--- src/rtl/multicycle_ctrl.sv ---
// Main control FSM for the multi-cycle RV32I core: sequences the shared ALU and
// memory port, with a memory-wait timeout trap and a retired-instruction counter.
module multicycle_ctrl #(
  parameter int MEM_TIMEOUT = 16,
  parameter int CNT_W       = 32
) (
  input  logic             clk,
  input  logic             rst_n,
  input  logic [6:0]       opcode,
  input  logic             branch_taken,
  input  logic             mem_ready,
  output logic             mem_req,
  output logic             mem_we,
  output logic             iord,
  output logic             ir_we,
  output logic             pc_we,
  output logic [1:0]       pc_sel,
  output logic [1:0]       alu_src_a,
  output logic [1:0]       alu_src_b,
  output logic [1:0]       wb_sel,
  output logic             reg_we,
  output logic             trap,
  output logic             instr_done,
  output logic [CNT_W-1:0] instret
);

  localparam int CW = (MEM_TIMEOUT > 2) ? $clog2(MEM_TIMEOUT) : 1;

  localparam logic [6:0] OP_R      = 7'b0110011;
  localparam logic [6:0] OP_I      = 7'b0010011;
  localparam logic [6:0] OP_LOAD   = 7'b0000011;
  localparam logic [6:0] OP_STORE  = 7'b0100011;
  localparam logic [6:0] OP_BRANCH = 7'b1100011;
  localparam logic [6:0] OP_JAL    = 7'b1101111;
  localparam logic [6:0] OP_JALR   = 7'b1100111;
  localparam logic [6:0] OP_LUI    = 7'b0110111;
  localparam logic [6:0] OP_AUIPC  = 7'b0010111;

  typedef enum logic [2:0] {
    S_RST, S_FETCH, S_DECODE, S_EXEC, S_MEM, S_WB, S_TRAP
  } state_t;

  state_t           state_q, state_d;
  logic [CW-1:0]    wcnt_q, wcnt_d;
  logic [CNT_W-1:0] instret_q, instret_d;
  logic             timeout;

  assign instret = instret_q;
  assign timeout = (wcnt_q == CW'(MEM_TIMEOUT - 1));

  always_ff @(posedge clk or negedge rst_n) begin
    if (!rst_n) begin
      state_q   <= S_RST;
      wcnt_q    <= '0;
      instret_q <= '0;
    end else begin
      state_q   <= state_d;
      wcnt_q    <= wcnt_d;
      instret_q <= instret_d;
    end
  end

  always_comb begin
    state_d    = state_q;
    wcnt_d     = '0;
    mem_req    = 1'b0;
    mem_we     = 1'b0;
    iord       = 1'b0;
    ir_we      = 1'b0;
    pc_we      = 1'b0;
    pc_sel     = 2'b00;
    alu_src_a  = 2'b00;
    alu_src_b  = 2'b00;
    wb_sel     = 2'b00;
    reg_we     = 1'b0;
    trap       = 1'b0;
    instr_done = 1'b0;

    case (state_q)
      S_RST: state_d = S_FETCH;

      S_FETCH: begin
        mem_req   = 1'b1;
        alu_src_b = 2'b10;
        if (mem_ready) begin
          ir_we   = 1'b1;
          pc_we   = 1'b1;
          state_d = S_DECODE;
        end else if (timeout) begin
          state_d = S_TRAP;
        end else begin
          wcnt_d = wcnt_q + CW'(1);
        end
      end

      S_DECODE: begin
        alu_src_a = 2'b11;
        alu_src_b = 2'b01;
        case (opcode)
          OP_R, OP_I, OP_LOAD, OP_STORE, OP_BRANCH,
          OP_JAL, OP_JALR, OP_LUI, OP_AUIPC: state_d = S_EXEC;
          default:                           state_d = S_TRAP;
        endcase
      end

      S_EXEC: begin
        case (opcode)
          OP_R: begin
            alu_src_a = 2'b01;
            state_d   = S_WB;
          end
          OP_I: begin
            alu_src_a = 2'b01;
            alu_src_b = 2'b01;
            state_d   = S_WB;
          end
          OP_LOAD, OP_STORE: begin
            alu_src_a = 2'b01;
            alu_src_b = 2'b01;
            state_d   = S_MEM;
          end
          OP_LUI: begin
            alu_src_a = 2'b10;
            alu_src_b = 2'b01;
            state_d   = S_WB;
          end
          OP_AUIPC: begin
            alu_src_a = 2'b11;
            alu_src_b = 2'b01;
            state_d   = S_WB;
          end
          OP_BRANCH: begin
            alu_src_a  = 2'b01;
            pc_sel     = 2'b01;
            pc_we      = branch_taken;
            instr_done = 1'b1;
            state_d    = S_FETCH;
          end
          OP_JAL: begin
            pc_sel     = 2'b01;
            pc_we      = 1'b1;
            wb_sel     = 2'b10;
            reg_we     = 1'b1;
            instr_done = 1'b1;
            state_d    = S_FETCH;
          end
          OP_JALR: begin
            alu_src_a  = 2'b01;
            alu_src_b  = 2'b01;
            pc_sel     = 2'b10;
            pc_we      = 1'b1;
            wb_sel     = 2'b10;
            reg_we     = 1'b1;
            instr_done = 1'b1;
            state_d    = S_FETCH;
          end
          // opcode changed under us after DECODE: treat as illegal
          default: state_d = S_TRAP;
        endcase
      end

      S_MEM: begin
        mem_req = 1'b1;
        iord    = 1'b1;
        mem_we  = (opcode == OP_STORE);
        if (mem_ready) begin
          if (opcode == OP_LOAD) begin
            state_d = S_WB;
          end else begin
            instr_done = 1'b1;
            state_d    = S_FETCH;
          end
        end else if (timeout) begin
          state_d = S_TRAP;
        end else begin
          wcnt_d = wcnt_q + CW'(1);
        end
      end

      S_WB: begin
        reg_we     = 1'b1;
        wb_sel     = (opcode == OP_LOAD) ? 2'b01 : 2'b00;
        instr_done = 1'b1;
        state_d    = S_FETCH;
      end

      S_TRAP: begin
        trap    = 1'b1;
        pc_we   = 1'b1;
        pc_sel  = 2'b11;
        state_d = S_FETCH;
      end

      default: state_d = S_RST;
    endcase

    instret_d = instr_done ? instret_q + CNT_W'(1) : instret_q;
  end

endmodule
--- config.mk ---
export PLATFORM = sky130hd
export DESIGN_NAME = multicycle_ctrl
export DESIGN_NICKNAME = d
export VERILOG_FILES = /design/src/rtl/multicycle_ctrl.sv
export SDC_FILE = /design/constraint.sdc
export NUM_CORES = 1
export LEC_CHECK = 0
export CORE_MARGIN = 3
export CORE_UTILIZATION = 40
export DETAILED_ROUTE_END_ITERATION = 8
export HOLD_SLACK_MARGIN = 0.06
export PLACE_DENSITY = 0.77
export SLEW_MARGIN = 10
export SYNTH_ARGS = -nofsm -noshare
export SYNTH_HDL_FRONTEND = slang
export SYNTH_SLANG_ARGS = --single-unit
--- constraint.sdc ---
create_clock -name clk -period 4.52 [get_ports clk]
set_input_delay 1.13 -clock clk [delete_from_list [all_inputs] [get_ports clk]]
set_output_delay 1.13 -clock clk [all_outputs]
set_load 0.05 [all_outputs]
==> impl_metrics.yaml <==
placed_design:
  dpl.hpwl_mm: 3.754
  io_buffers: 58
  place.gp.congestion: 0.8180
  dpl.cell_count: 354
yosys:
  synth_area_per_cell_um2: 9.429
  synth_edf_count: 0
  synth-seq-cells: 39
  synth_flop_cell: "dfrtp_1"
  syn-num-nets: 250
  synth_cell_types: 43
  synth.area.top_cells: "dfrtp_1 (44%), xor2_1 (11%), nor3_1 (5.2%)"
  netlist_instances: 237
  synth_top_cell_by_area: "dfrtp_1"
  async_flop_share: 1.000
  yosysSeqAreaShare: 0.4367
  synth_common_cells: "dfrtp_1 (39), xor2_1 (27), nor3_1 (23)"
  synth_top_area_share: 0.4367
  yosys_warnings: 0
  synth_area_um2: 2235
  synth_most_common_cell: "dfrtp_1"
worst_setup_path:
  startpoint_type: "input pin"
  critPathCaptureType: "primary output"
  ff2ff_setup_slack_ns: 2.39
  crit_arrival_ns: 3.01
  crit_type: "in2out"
  crit_fanout: 8
  cp.required_ns: 3.39
clocking:
  numCtsBuffers: 5
  clock-sinks: 39
  cts_root_buf: "clkbuf_8"
  clock_latency_ns: 0.29
  post_cts_resized: 0
  clockBufferDepth: 2
  cts_setup_buffers: 0
  clk_pin_slew_ns: 0.07
  htreeDepth: 2
  cts_tree: "yes"
  postCtsHoldBufs: 0
timing:
  clock_skew_ns: 0.007723
  post-route-min-period_ns: 4.141
  setup_viol: 0
  post-route-period-util: 0.9162
  slew_headroom: 0.4264
  fmax_mhz: 241.5
  drv_slew: 0
  finalHoldViolations: 0
  tightest_slew_ns: 0.8604
  setup-tns-final_ns: 0
  rsz0062_at_grt: "false"
global_routing:
  grt_usage: 0.1799
  met1_usage: 0.2387
  grt_use_met3: 0.03991
  grt_use_met2: 0.2848
  grt_pass1_vias: 2032
  antenna_found_initial: 0
  grt_remaining_overflow: 0
  grt_max_degree: 40
  grt_pass1_wl_mm: 9.246
  busiest_layer: "met2"
power:
  p_leak_nw: 1.087
  peakVddDrop_v: 0.0002691
  powerDensity_nw_per_um2: 462.6
  total_power_w: 0.001358
final_layout:
  diodes: 0
  area_delta_synth_final_pct: 31.41
  drive_gt1_frac: 0.1134
  fin_nets: 304
  fin_cells: 361
  num-fill-cells: 491
detailed_routing:
  viasPerCell: 5.507
  ant_nets: 0
  routed_wl_mm: 5.315
  drt-wirelength-per-cell_um: 14.72
  drcViolationCount: 0
  dr.pass1.iters: 4
  dr_total_vias: 1988
  drt_iter0_drc: 157
flow_run:
  cap_viol_max_count: 0
floorplanning:
  rows: 26
  initial_utilization: 0.4240
  die_w_um: 80.75
  ioPinCount: 59
  dieHeight_um: 80.75
  core_um2: 5270
  dieArea_um2: 6520
hold_path:
  min-delay-path-class: "reg2reg"
outcome:
  outcome: "completed"
## metrics by stage
stage | instance area, um^2 | utilization | hold WS (ns) | worst slack [ns]
2_1_floorplan | 2235 | - | 0.4391 | 0.1683
6_report | 2937 | 0.5572 | 0.4649 | 0.3786
4_1_cts | 2937 | 0.5572 | 0.4742 | 0.3698
3_3_place_gp | 2849 | 0.5406 | 0.4547 | 0.3974
3_5_place_dp | 2849 | 0.5406 | 0.4628 | 0.3771
5_1_grt | 2937 | 0.5572 | 0.4834 | 0.2611
## layout make-up
cell class / instances / area, um^2 / share of cell area
multi-input cells: 178 / 1172 / 0.3992
repair buffers: 59 / 583.1 / 0.1986
well taps: 70 / 87.58 / 0.02983
clock buffers: 6 / 82.58 / 0.02812
clock inverters: 1 / 5.005 / 0.001704
flip-flops and latches: 39 / 975.9 / 0.3323
inverters: 8 / 30.03 / 0.01023
## critical path, stage by stage
cell             delay [ns]
clkdlybuf4s50_1        0.51
and3b_1                0.31
o21ai_0                0.10
a21oi_1                0.14
clkdlybuf4s50_1        0.82
## path summary, 6_finish.rpt
kind,depth (start not counted),end,from
max in group asynchronous,1,instret[0],rst_n
worst max-delay path,5,alu_src_a[0],opcode[4]
worst min-delay path,1,instret[31],instret[31]
worst max register to register,6,instret[16],state_q[1]
worst min register to register,1,instret[31],instret[31]
min in group asynchronous,1,instret[22],rst_n
## cell usage in the layout (no fill, tap or decap), drive strengths merged, types with 7 or more instances in the layout
cell type and count:
xnor2 7, nand3 12, nand2 14, xor2 27, clkdlybuf4s50 47, buf 12
o21ai 10, a21oi 10, nor2 9, nor3 26, nand4 14, inv 8
dfrtp 39
## cells by family after synthesis
| kind of cell | after synthesis | share of synthesized area |
|---|---|---|
| adders and majority gates | 2 | 0.01120 |
| buffers and inverters | 20 | 0.03863 |
| DFF | 39 | 0.4367 |
| and+or+nand+nor | 115 | 0.3074 |
| muxes | 1 | 0.004479 |
| AOI/OAI and AO/OA | 26 | 0.06832 |
| xor gates and xnor gates | 34 | 0.1333 |
## layer usage
metal | vias to the layer above | part of all wire | wire [um]
met3 | 7 | 0.061 | 324
met4 | 0 | 0.017 | 88
li1 | 953 | - | -
met1 | 962 | 0.46 | 2462
met2 | 66 | 0.46 | 2440
met5 | - | 0 | 0
## state kept, by name, indices dropped and copies added, names as in the netlist
register / cells
state_q: 3
wcnt_q: 4
instret: 32
## report_power, final
group	switching [W]	internal [W]	total [W]	leakage (nW)
clock	0.000118	0.000120	0.000238	0.0470
combinational	0.000417	0.000214	0.000631	0.634
sequential	0.000101	0.000388	0.000489	0.407
total	0.000636	0.000722	0.00136	1.09
(Power assumes the default switching activity.)
